## src/rtl/spi_slave_pkg.sv

```systemverilog
// Shared types and constants for the SPI slave interface.
// The frame FSM encoding lives here so sibling blocks can decode it.
package spi_slave_pkg;

  localparam int DEFAULT_DATA_W      = 16;
  localparam int DEFAULT_SYNC_STAGES = 2;

  // Mode 0: SCLK idles low, data sampled on the leading (rising) edge.
  localparam logic SPI_CPOL = 1'b0;
  localparam logic SPI_CPHA = 1'b0;

  typedef enum logic [1:0] {
    ST_IDLE  = 2'd0,
    ST_SHIFT = 2'd1,
    ST_DONE  = 2'd2
  } spi_state_e;

  function automatic int cnt_width(input int data_w);
    return $clog2(data_w) + 1;
  endfunction

endpackage

```

## src/rtl/sync_edge_det.sv

```systemverilog
// Multi-flop synchronizer for an asynchronous pin with registered
// single-cycle rise/fall pulses taken from the last synchronizer stage.
module sync_edge_det
  import spi_slave_pkg::*;
#(
  parameter int   STAGES    = DEFAULT_SYNC_STAGES,
  parameter logic RESET_VAL = 1'b0
) (
  input  logic clk,
  input  logic rst,
  input  logic d_i,
  output logic sync_o,
  output logic rise_o,
  output logic fall_o
);

  logic [STAGES-1:0] chain_q;
  logic              dly_q;
  logic              rise_q;
  logic              fall_q;

  always_ff @(posedge clk) begin
    if (rst) begin
      chain_q <= {STAGES{RESET_VAL}};
      dly_q   <= RESET_VAL;
      rise_q  <= 1'b0;
      fall_q  <= 1'b0;
    end else begin
      chain_q <= {chain_q[STAGES-2:0], d_i};
      dly_q   <= chain_q[STAGES-1];
      rise_q  <= chain_q[STAGES-1] & ~dly_q;
      fall_q  <= ~chain_q[STAGES-1] & dly_q;
    end
  end

  assign sync_o = chain_q[STAGES-1];
  assign rise_o = rise_q;
  assign fall_o = fall_q;

endmodule

```

## src/rtl/spi_slave_if.sv

```systemverilog
// SPI mode-0 slave: oversamples SCLK/CS_N/MOSI on clk, receives one
// DATA_W-bit frame per CS window and returns the held status word on MISO.
//
// state | meaning
// IDLE  | no frame; MISO tristated; waits for an armed CS_N fall
// SHIFT | frame in progress; sample MOSI on SCLK rise, shift MISO on fall
// DONE  | all bits received; extra SCLK edges ignored until CS_N rises
module spi_slave_if
  import spi_slave_pkg::*;
#(
  parameter int DATA_W      = DEFAULT_DATA_W,
  parameter int SYNC_STAGES = DEFAULT_SYNC_STAGES
) (
  input  logic              clk,
  input  logic              rst,
  input  logic              sclk_in,
  input  logic              cs_n_in,
  input  logic              mosi_in,
  output logic              miso_out,
  output logic              miso_oe,
  input  logic [DATA_W-1:0] tx_data,
  input  logic              tx_load,
  output logic [DATA_W-1:0] rx_data,
  output logic              rx_valid,
  output logic              frame_err,
  output logic              busy
);

  localparam int               CNT_W       = cnt_width(DATA_W);
  localparam logic [CNT_W-1:0] LAST_BIT    = CNT_W'(DATA_W - 1);
  localparam logic [2:0]       SETTLE_INIT = 3'(SYNC_STAGES + 1);
  localparam logic             SAMPLE_FALL = SPI_CPOL ^ SPI_CPHA;

  localparam logic [1:0] S_IDLE  = ST_IDLE;
  localparam logic [1:0] S_SHIFT = ST_SHIFT;
  localparam logic [1:0] S_DONE  = ST_DONE;

  logic sclk_rise, sclk_fall, sclk_sync_unused;
  logic cs_sync, cs_rise, cs_fall;
  logic sample_edge, shift_edge;
  logic [SYNC_STAGES-1:0] mosi_sync_q;
  logic mosi_sync;

  sync_edge_det #(.STAGES(SYNC_STAGES), .RESET_VAL(SPI_CPOL)) u_sync_sclk (
    .clk    (clk),
    .rst    (rst),
    .d_i    (sclk_in),
    .sync_o (sclk_sync_unused),
    .rise_o (sclk_rise),
    .fall_o (sclk_fall)
  );

  sync_edge_det #(.STAGES(SYNC_STAGES), .RESET_VAL(1'b1)) u_sync_cs (
    .clk    (clk),
    .rst    (rst),
    .d_i    (cs_n_in),
    .sync_o (cs_sync),
    .rise_o (cs_rise),
    .fall_o (cs_fall)
  );

  always_ff @(posedge clk) begin
    if (rst) mosi_sync_q <= '0;
    else     mosi_sync_q <= {mosi_sync_q[SYNC_STAGES-2:0], mosi_in};
  end

  assign mosi_sync   = mosi_sync_q[SYNC_STAGES-1];
  assign sample_edge = SAMPLE_FALL ? sclk_fall : sclk_rise;
  assign shift_edge  = SAMPLE_FALL ? sclk_rise : sclk_fall;

  logic [1:0]        state_q, state_d;
  logic [CNT_W-1:0]  bit_cnt_q, bit_cnt_d;
  logic [DATA_W-1:0] rx_shift_q, rx_shift_d;
  logic [DATA_W-1:0] tx_shift_q, tx_shift_d;
  logic [DATA_W-1:0] tx_hold_q, tx_hold_d;
  logic [DATA_W-1:0] rx_data_q, rx_data_d;
  logic              rx_valid_q, rx_valid_d;
  logic              frame_err_q, frame_err_d;
  logic              miso_q, miso_d;
  logic              oe_q, oe_d;
  logic              busy_q, busy_d;
  logic              armed_q, armed_d;
  logic [2:0]        settle_q, settle_d;
  logic [DATA_W-1:0] rx_word, start_word;
  logic              settle_done, complete;

  // The synchronizers come out of reset showing CS_N high regardless of the
  // pin; arming waits until they have flushed so a low pin cannot fake a fall.
  assign settle_done = (settle_q == 3'd0);

  always_comb begin
    state_d     = state_q;
    bit_cnt_d   = bit_cnt_q;
    rx_shift_d  = rx_shift_q;
    tx_shift_d  = tx_shift_q;
    tx_hold_d   = tx_load ? tx_data : tx_hold_q;
    rx_data_d   = rx_data_q;
    rx_valid_d  = 1'b0;
    frame_err_d = 1'b0;
    miso_d      = miso_q;
    oe_d        = oe_q;
    busy_d      = busy_q;
    armed_d     = armed_q | (settle_done & cs_sync);
    settle_d    = settle_done ? settle_q : settle_q - 3'd1;
    rx_word     = {rx_shift_q[DATA_W-2:0], mosi_sync};
    start_word  = tx_load ? tx_data : tx_hold_q;
    complete    = 1'b0;

    case (state_q)
      S_IDLE: begin
        if (cs_fall && armed_q) begin
          state_d    = S_SHIFT;
          tx_shift_d = start_word;
          bit_cnt_d  = '0;
          miso_d     = start_word[DATA_W-1];
          oe_d       = 1'b1;
          busy_d     = 1'b1;
        end
      end
      S_SHIFT: begin
        if (sample_edge) begin
          rx_shift_d = rx_word;
          bit_cnt_d  = bit_cnt_q + CNT_W'(1);
          if (bit_cnt_q == LAST_BIT) begin
            rx_data_d  = rx_word;
            rx_valid_d = 1'b1;
            complete   = 1'b1;
            state_d    = S_DONE;
          end
        end
        if (shift_edge) begin
          tx_shift_d = {tx_shift_q[DATA_W-2:0], 1'b0};
          miso_d     = tx_shift_q[DATA_W-2];
        end
        // A final bit arriving with CS_N release still completes the frame.
        if (cs_rise) begin
          state_d     = S_IDLE;
          frame_err_d = !complete && (bit_cnt_d != '0);
        end
      end
      S_DONE: begin
        if (cs_rise) state_d = S_IDLE;
      end
      default: state_d = S_IDLE;
    endcase

    if (cs_rise) begin
      oe_d   = 1'b0;
      busy_d = 1'b0;
    end
  end

  always_ff @(posedge clk) begin
    if (rst) begin
      state_q     <= S_IDLE;
      bit_cnt_q   <= '0;
      rx_shift_q  <= '0;
      tx_shift_q  <= '0;
      tx_hold_q   <= '0;
      rx_data_q   <= '0;
      rx_valid_q  <= 1'b0;
      frame_err_q <= 1'b0;
      miso_q      <= 1'b0;
      oe_q        <= 1'b0;
      busy_q      <= 1'b0;
      armed_q     <= 1'b0;
      settle_q    <= SETTLE_INIT;
    end else begin
      state_q     <= state_d;
      bit_cnt_q   <= bit_cnt_d;
      rx_shift_q  <= rx_shift_d;
      tx_shift_q  <= tx_shift_d;
      tx_hold_q   <= tx_hold_d;
      rx_data_q   <= rx_data_d;
      rx_valid_q  <= rx_valid_d;
      frame_err_q <= frame_err_d;
      miso_q      <= miso_d;
      oe_q        <= oe_d;
      busy_q      <= busy_d;
      armed_q     <= armed_d;
      settle_q    <= settle_d;
    end
  end

  assign miso_out  = miso_q;
  assign miso_oe   = oe_q;
  assign rx_data   = rx_data_q;
  assign rx_valid  = rx_valid_q;
  assign frame_err = frame_err_q;
  assign busy      = busy_q;

endmodule

```

## config.mk

```make
export PLATFORM = sky130hd
export DESIGN_NAME = spi_slave_if
export DESIGN_NICKNAME = d
export VERILOG_FILES = /design/src/rtl/spi_slave_pkg.sv /design/src/rtl/sync_edge_det.sv /design/src/rtl/spi_slave_if.sv
export SDC_FILE = /design/constraint.sdc
export NUM_CORES = 1
export LEC_CHECK = 0
export ABC_AREA = 1
export CAP_MARGIN = 20
export CORE_MARGIN = 5
export CORE_UTILIZATION = 49
export CTS_CLUSTER_DIAMETER = 50
export DETAILED_ROUTE_END_ITERATION = 8
export MAX_ROUTING_LAYER = met4
export PLACE_DENSITY = 0.8
export SLEW_MARGIN = 20
export SYNTH_ARGS = -nofsm -noshare
export SYNTH_HDL_FRONTEND = slang
export SYNTH_SLANG_ARGS = --single-unit
```

## constraint.sdc

```tcl
create_clock -name clk -period 1.6 [get_ports clk]
set_input_delay 0.24 -clock clk [delete_from_list [all_inputs] [get_ports clk]]
set_output_delay 0.24 -clock clk [all_outputs]
set_load 0.05 [all_outputs]
```

* Word level (Yosys, flattened, before mapping) *
Index checks and enable logic that the tools add are counted.

operators by class
  $add $sub $neg = 2
  $mul = 0
  divide/modulo/power cells = 0
  magnitude comparators = 0
  equality and inequality tests = 8
  shifts and indexed selects = 0
  mux-type cells = 20
  bitwise gates (word level) = 12
  reductions and logical operators = 16

operator list
  kind                 count
  $mux 15              2
  $pmux 15 s2          1
  $mux 16              1
  $mux 5               3
  $mux 2               5
  $pmux 5 s2           1
  $not 1->1            6
  $pmux 2 s3           1
  $reduce_and 2->1     3
  $reduce_and 3->1     2
  $add 5x1->5 const B  1
  $and 1x1->1          5
  $eq 5x4->1 const B   1
  $mux 1               5
  $reduce_bool 5->1    1
  $ne 2x1->1 const B   2
  $reduce_and 4->1     1
  $reduce_or 2->1      2
  $logic_not 3->1      1
  $ne 3x1->1 const B   1
  $ne 3x2->1 const B   1
  $reduce_or 3->1      1
  $sub 3x1->3 const B  1
  $eq 2x1->1 const B   1
  other kinds (8)      9

storage, ports and cells
  register bits = 89
  latch bits = 0
  RAM bits = 0
  bits in read-only memories = 0
  input port bits = 22
  output and inout port bits = 21
  word-level logic and storage cells = 79
  memories kept = 0

* Logic depth before layout (Yosys ltp) *
Gate-level depths: netlist (run 1).

  depth in word-level cells = 6
  depth in mapped cells = 10

* Hierarchy *
From an unflattened synthesis (run 1), not the netlist that was laid out.

unflattened totals
  cell total of the unflattened synthesis = 449
  area, all modules = 3424.5 um2

by module, submodules not included
  module                       times used  cells each  area each (um2)
  spi_slave_if                 1           420         3145.5
  sync_edge_det (u_sync_sclk)  1           15          140.1
  sync_edge_det (u_sync_cs)    1           14          138.9

* Worst setup path before layout (run 1) *
OpenSTA, ideal clock, no wires.

  path type = reg2reg
  from = reg bit_cnt_q[0]
  to = reg rx_data_q[10] (netlist: rx_data[10])
  arrival = 1.476 ns
  data required time = 1.526 ns
  slack = 0.049 ns
  stages on the path, launching flop included = 10
  path buffers = 1
  period minus slack after synthesis = 1.551 ns
  cell sequence = dfxtp_1 > ha_1 > inv_1 > nor3_1 > ha_1 > nand2_1 > inv_1 > nand3_2 > clkbuf_1 > o21ai_0

on the way
  longest elaborated chain between the ends = 2

ends and longest elaborated chain
  item                               line                 text
  from (decl)                        spi_slave_if.sv:72   logic [CNT_W-1:0] bit_cnt_q, bit_cnt_d;
  from (signal assigned)             spi_slave_if.sv:170  bit_cnt_q <= bit_cnt_d;
  $eq 5x4->1                         spi_slave_if.sv:124  if (bit_cnt_q == LAST_BIT) begin
  $reduce_and 3->1 (no source line)  --
  to (signal assigned)               spi_slave_if.sv:174  rx_data_q <= rx_data_d;
  to (decl)                          spi_slave_if.sv:76   logic [DATA_W-1:0] rx_data_q, rx_data_d;

No other way between the ends.
A chain may end at the register's enable or synchronous reset.

* Final worst setup path (run 1) *
  from = reg bit_cnt_q[0]
  to = reg bit_cnt_q[4]

on the way
  longest elaborated chain between the ends = 4

ends and longest elaborated chain
  item         line                 text
  $add 5x1->5  spi_slave_if.sv:123  bit_cnt_d = bit_cnt_q + CNT_W'(1);
  $mux 5       spi_slave_if.sv:121  if (sample_edge) begin
  $mux 5       spi_slave_if.sv:109  case (state_q)
  $pmux 5 s2   spi_slave_if.sv:109

No other way between the ends. The select of a mux whose other input is x is not followed.

==> results of run 1 <==
[path summary, 6_finish.rpt]
| check | startpoint | to | slack, ns | cells past startpoint |
|---|---|---|---|---|
| max | bit_cnt_q[0] | bit_cnt_q[4] | 0.03 | 8 |
| min | sclk_in | u_sync_sclk.chain_q[0] | 0.41 | 3 |
| max reg2reg | bit_cnt_q[0] | bit_cnt_q[4] | 0.03 | 8 |
| min reg2reg | mosi_sync_q[0] | mosi_sync_q[1] | 0.41 | 2 |
[synth_stat cells]
| cell | number |
|---|---|
| nor2_1 | 61 |
| inv_1 | 55 |
| nor2_4 | 1 |
| nor3_1 | 3 |
| buf_1 | 2 |
| inv_2 | 4 |
| nand3_1 | 22 |
| nand4_1 | 2 |
| nand2_1 | 71 |
| xnor2_1 | 1 |
| buf_6 | 2 |
| o211ai_1 | 1 |
| ha_1 | 4 |
| dfxtp_1 | 89 |
| o21ai_1 | 10 |
| buf_4 | 4 |
| or2_2 | 2 |
| clkbuf_1 | 9 |
| or2_1 | 1 |
| o21ai_0 | 68 |
| nand3_2 | 2 |
| o21a_1 | 1 |
| nand2_2 | 1 |
| buf_2 | 8 |
| a21oi_1 | 24 |
[layout make-up]
type                       instances  area [um2]  area share (%)
clock buffer                      10         138            3.28
clock inverter                     6        88.8            2.11
inverter                          59         224            5.33
multi-input combinational        276        1340            32.0
sequential                        89        1780            42.5
tap                               96         120            2.86
timing repair buffer              55         503            12.0
[power groups by stage]
stage                     combinational (uW)  sequential [uW]  clock [uW]
final                                    305             2310        1680
after global routing                     351             2320        1830
after CTS                                305             2310        1720
after detailed placement                 300             2360           0
after global placement                   286             2360           0
after floorplan                          193             2360           0
[timing repair]
| action | CTS | global route |
|---|---|---|
| endpoints found under the setup margin | 17 | 34 |
| buffers inserted | 0 | 3 |
| cloned | 1 | 0 |
| pin swaps | 1 | 9 |
| gates resized for setup | 9 | 22 |
[worst max-delay path, cell delays in order (launching register included)]
cell and delay, ns:
dfxtp_2 0.36, ha_4 0.15, inv_2 0.04, nor3_2 0.15, ha_2 0.29, nand2_2 0.07, o21ai_2 0.07, or2_1 0.26
a21oi_2 0.12
[metal layers]
layer	share of wire (%)	up-vias
li1	-	1506
met3	4.8	14
met5	0	-
met2	52	59
met4	2.2	0
met1	41	1324
[sequential cells by signal (all words and copies together) (netlist names), 2 cells and up]
| signal | flops |
|---|---|
| rx_data | 16 |
| tx_hold_q | 16 |
| rx_shift_q | 15 |
| tx_shift_q | 15 |
| bit_cnt_q | 5 |
| settle_q | 3 |
| mosi_sync_q | 2 |
| state_q | 2 |
| u_sync_cs.chain_q | 2 |
| u_sync_sclk.chain_q | 2 |
[cell families (layout without fill, tap and decap cells)]
group,Yosys count,count (layout)
AOI/OAI and AO/OA,104,104
xor gates and xnor gates,1,1
adders and majority gates,4,4
buffers and inverters,84,130
DFF,89,89
and+or+nand+nor,166,167
[cells in the final DEF, fill, tap and decap left out, drive strengths merged, types with 3 or more instances in the layout]
master / instances
a21oi: 24
buf: 34
clkbuf: 10
clkdlybuf4s50: 21
dfxtp: 89
ha: 4
inv: 60
nand2: 72
nand3: 25
nor2: 62
nor3: 3
o21ai: 78
or2: 3
[stage by stage]
| stage | cells | hold slack [ns] | TNS, ns |
|---|---|---|---|
| after floorplan | 448 | 0.344 | 0 |
| after global placement | 571 | 0.390 | -0.469 |
| after detailed placement | 571 | 0.396 | -1.55 |
| after CTS | 588 | 0.395 | -0.00440 |
| after global routing | 591 | 0.415 | -0.128 |
| final | 591 | 0.409 | 0 |
==> out/results.ini, run 1 <==
[floorplanning]
core-area_mm2 = 0.00679
start_util_pct = 50.2
dieWidth_um = 93.4
die_area_mm2 = 0.00873
die_h_um = 93.4
pin_count = 43
rows = 30

[clock_network]
htreeDepth = 3
cts_buffers = 9
path_clk_slew_ns = 0.08
cts_sinks = 89
cts_tree = done
cts_root_buffer = clkbuf_8
clock_latency_ns = 0.34
cts_buffer_depth = 2
postCtsHoldBufs = 0

[sta]
finalWorstSetupSlack_ns = 0.0296
period_minus_slack_ns = 1.57
setup_violations = 0
hold_violations = 0
period_share_pct = 98.2
slew_headroom_pct = 62.9
rsz0062_at_grt = true
worstMarginPinSlew_ns = 0.555
clock.fmax_mhz = 637
skew_ns = 0.00795
drv_slew = 0

[global_route]
grt_pass1_wl_um = 12000
grtUsageTotal_pct = 17.6
use_met1_pct = 20.0
grt_pass1_vias = 2831
gr-usage-met3_pct = 4.99
grt_antenna_before_repair = 0
overflow = 0
grt_max_degree = 37
grt-busiest-layer = met2
grt.met2_usage_pct = 28.9

[critical_path]
critical_path_class = reg2reg
path_max_fanout = 2
critical_path.startpoint_type = register
critPathCaptureType = register
arrival_ns = 1.85
required_ns = 1.88

[synthesis]
syn_inst = 448
syn-num-nets = 474
yosys_warnings = 0
synth-simple-area-share_pct = 20.2
synth_adder_area_share_pct = 1.47
synth_xor_area_share_pct = 0.257
seq_area_frac_synth_pct = 52.2
synth_area_leaders = dfxtp_1, o21ai_0, nand2_1, nor2_1, inv_1
synth_compound_area_share_pct = 15.4
synth.distinct_cells = 25
synth_seq_cells = 89
synth_top_cell_by_area = dfxtp_1
synth.area.mux_share_pct = 0
synth_top_family_by_area = simple AND/OR/NAND/NOR gates
syn-cell-area_mm2 = 0.00341
netlist.area_leader.share_pct = 52.2
synth_area_per_cell_um2 = 7.61

[run_status]
status = finished, final reports clean

[power_and_ir_drop]
power.density_mw_per_mm2 = 1020
finalPower_uw = 4300
sw_frac_of_total_pct = 22.3
p_sw_uw = 957
ir_drop_uv = 594
p_int_uw = 3340
p_leak_uw = 0.00173
power_frac_comb_pct = 7.1
p_clk_share_pct = 39.1
seqPwrFrac_pct = 53.8

[layout]
area_growth_pct = 23.2
layout-drive-gt1-share_pct = 15.2
final_area_mm2 = 0.00420
finalNetCount = 516
post-route-util_pct = 61.8
antennaDiodeCount = 0
final.fill_count = 593

[job]
cap_violations = 0

[routing]
ant_nets = 0
wl_um = 7010
post-route-drc-count = 0
drt_iter0_drc = 192
first_pass_iters = 4
num_vias = 2903
wl_per_cell_um = 11.9
via_per_inst = 4.91

[placement]
portBuffers = 42
place_area_mm2 = 0.00388
gp_congestion = 0.831
dpl.hpwl_um = 4560
dp_worst_setup_slack_ns = -0.134

[hold_path]
hp-class = in2reg

Note: power is estimated with default switching activity, not from simulation.
==> inputs of run 2 (changes only) <==
--- a/config.mk
+++ b/config.mk
@@ -5,14 +5,14 @@
 export SDC_FILE = /design/constraint.sdc
 export NUM_CORES = 1
 export LEC_CHECK = 0
-export ABC_AREA = 1
 export CAP_MARGIN = 20
 export CORE_MARGIN = 5
-export CORE_UTILIZATION = 49
+export CORE_UTILIZATION = 50
 export CTS_CLUSTER_DIAMETER = 50
 export DETAILED_ROUTE_END_ITERATION = 8
+export DONT_BUFFER_PORTS = 1
 export MAX_ROUTING_LAYER = met4
-export PLACE_DENSITY = 0.8
+export PLACE_DENSITY = 0.73
 export SLEW_MARGIN = 20
 export SYNTH_ARGS = -nofsm -noshare
 export SYNTH_HDL_FRONTEND = slang
==> run 2 against run 1 <==
  * Synthesized cell count down 29%
  * Sequential share of layout area up 5.4 points
  * Cell area down 11%
==> out/results.ini, run 2 <==
[clock_network]
cts_sinks = 89  ; unchanged
cts_buffers = 9  ; unchanged
clock_latency_ns = 0.35  ; about the same
cts_buffer_depth = 2  ; unchanged
cts_tree = done
cts_root_buffer = clkbuf_8
htreeDepth = 3  ; unchanged
path_clk_slew_ns = 0.07  ; about the same

[sta]
clock.fmax_mhz = 642  ; +0.85%
rsz0062_at_grt = true
setup_violations = 0  ; unchanged
drv_slew = 0  ; unchanged
period_minus_slack_ns = 1.56  ; -0.0132 ns
tns_ns = 0  ; unchanged
holdWs_ns = 0.0268  ; -0.382 ns
hold_violations = 0  ; unchanged
period_share_pct = 97.3  ; -0.82 points
worstMarginPinSlew_ns = 0.541  ; -0.0144 ns
slew_headroom_pct = 63.9  ; +0.96 points
skew_ns = 0.00622  ; -0.00173 ns

[placement]
portBuffers = 0  ; -100%
place_inst = 388  ; -32%
dpl.hpwl_um = 3890  ; -15%
gp_congestion = 0.797  ; -4.2%

[routing]
wl_per_cell_um = 14.4  ; +22%
via_per_inst = 5.36  ; +9.1%
ant_nets = 0  ; unchanged
post-route-drc-count = 0  ; unchanged
first_pass_iters = 4  ; unchanged
num_vias = 2187  ; -25%
drt_iter0_drc = 144  ; -25%
wl_um = 5880  ; -16%

[global_route]
overflow = 0  ; unchanged
grt_max_degree = 55  ; +49%
grt_pass1_wl_um = 9920  ; -18%
grt_antenna_before_repair = 0  ; unchanged
grt_pass1_vias = 2121  ; -25%
grtUsageTotal_pct = 15.1  ; -2.5 points

[floorplanning]
dieWidth_um = 93  ; -0.46%
rows = 30  ; unchanged
core-area_mm2 = 0.00676  ; -0.55%
die_h_um = 93  ; -0.46%
die_area_mm2 = 0.00865  ; -0.92%
pin_count = 43  ; unchanged
start_util_pct = 51.0  ; +0.78 points

[job]
cap_violations = 0  ; unchanged

[power_and_ir_drop]
finalPower_uw = 3760  ; -12%
seqPwrFrac_pct = 60.7  ; +6.9 points
p_leak_uw = 0.00153  ; -11%
power_frac_comb_pct = 5.7  ; -1.4 points
p_clk_share_pct = 33.5  ; -5.6 points
sw_frac_of_total_pct = 21.4  ; -0.91 points
ir_drop_uv = 587  ; -1.1%
power.density_mw_per_mm2 = 1010  ; -1.7%
p_int_uw = 2960  ; -11%
p_sw_uw = 804  ; -16%

[synthesis]
yosysMostFrequentCell = dfxtp_1
synth_top_cell_by_area = dfxtp_1
syn-num-nets = 344  ; -27%
syn-cell-area_mm2 = 0.00344  ; +0.99%
synth-edff-count = 0  ; unchanged
ys.flop_type = dfxtp_1
yosys_warnings = 0  ; unchanged
ys_async_sr_fraction_pct = 0  ; unchanged
syn_inst = 318  ; -29%
synthTopCellsByCount = dfxtp_1, nand2_1, nor2b_1
synth_seq_cells = 89  ; unchanged
synth_area_per_cell_um2 = 10.8  ; +42%
synth_area_leaders = dfxtp_1, mux2i_1, mux2_2, nor2b_1, a22o_1
synth.distinct_cells = 48  ; +92%
seq_area_frac_synth_pct = 51.7  ; -0.51 points
netlist.area_leader.share_pct = 51.7  ; -0.51 points

[critical_path]
critical_path_class = reg2reg
arrival_ns = 1.85  ; about the same
critPathCaptureType = register
critical_path.startpoint_type = register
path_max_fanout = 15  ; +13
required_ns = 1.89  ; about the same

[layout]
final_cell_count_no_fill = 408  ; -31%
finalNetCount = 352  ; -32%
antennaDiodeCount = 0  ; unchanged
area_growth_pct = 8.57
layout_commonest_cell = dfxtp_1
layout_common_cells = dfxtp_1, nand2_1, nor2b_1, a21oi_1, mux2i_1
layout-drive-gt1-share_pct = 18.9  ; +3.8 points
post-route-util_pct = 55.4  ; -6.5 points

[hold_path]
hp-class = in2reg

[run_status]
status = finished, final reports clean

run 2: final timing paths:
check                     from                  to  slack (ns)  cells after the start
max reg2reg       bit_cnt_q[0]          rx_data[7]        0.04                      6
min                    mosi_in      mosi_sync_q[0]        0.03                      1
max               bit_cnt_q[0]          rx_data[7]        0.04                      6
min reg2reg  u_sync_sclk.dly_q  u_sync_sclk.rise_o        0.41                      1
run 2: stage by stage:
step,setup WS [ns],instance area [um2]
floorplan,0.00391,3460
global placement,0.0388,3500
detailed placement,-0.0116,3500
CTS,0.000413,3760
global route,-0.0510,3740
finish,0.0428,3740
run 2: power by group through the flow:
stage                     combinational, uW  sequential [uW]  clock, uW
final                                   215             2280       1260
after CTS                               225             2290       1320
after global placement                  178             2340          0
after detailed placement                185             2340          0
after global routing                    246             2290       1400
after floorplan                         196             2330          0
run 2: timing repair:
item	in CTS	in global routing
setup endpoints to repair	15	16
pin swaps	1	4
gates resized for setup	3	1
setup buffers	4	3
endpoints found under the hold margin	54	0
hold buffers	4	0
run 2: worst max-delay path: stages (launching register included):
cell and delay (ns):
dfxtp_4 0.35, ha_4 0.16, and3_4 0.18, ha_4 0.16, nand4b_4 0.11, nor2b_4 0.34, a22o_1 0.20
run 2: cells by family after synthesis:
logic type               synth area share (%)
XOR/XNOR                                0.763
adder cells (fa/ha/maj)                  1.45
AND/OR/NAND/NOR                          16.6
multiplexers                             10.3
flip-flops                               51.7
buffers and inverters                    5.48
AO/OA/AOI/OAI                            13.7
run 2: final cells by class:
type	count	area (um2)
well taps	80	100
clock buffers	12	145
fillers	568	3020
multi-input cells	199	1500
clock inverters	1	5.00
flip-flops and latches	89	1790
repair buffers	19	166
inverters	8	30.0
run 2: per-layer routing:
layer | routed length (um) | vias up | global-route usage, %
li1 | - | 1121 | -
met1 | 2700 | 1012 | 17.1
met2 | 2740 | 42 | 23.3
met3 | 365 | 12 | 7.80
met4 | 73 | 0 | 4.76
met5 | 0 | - | -
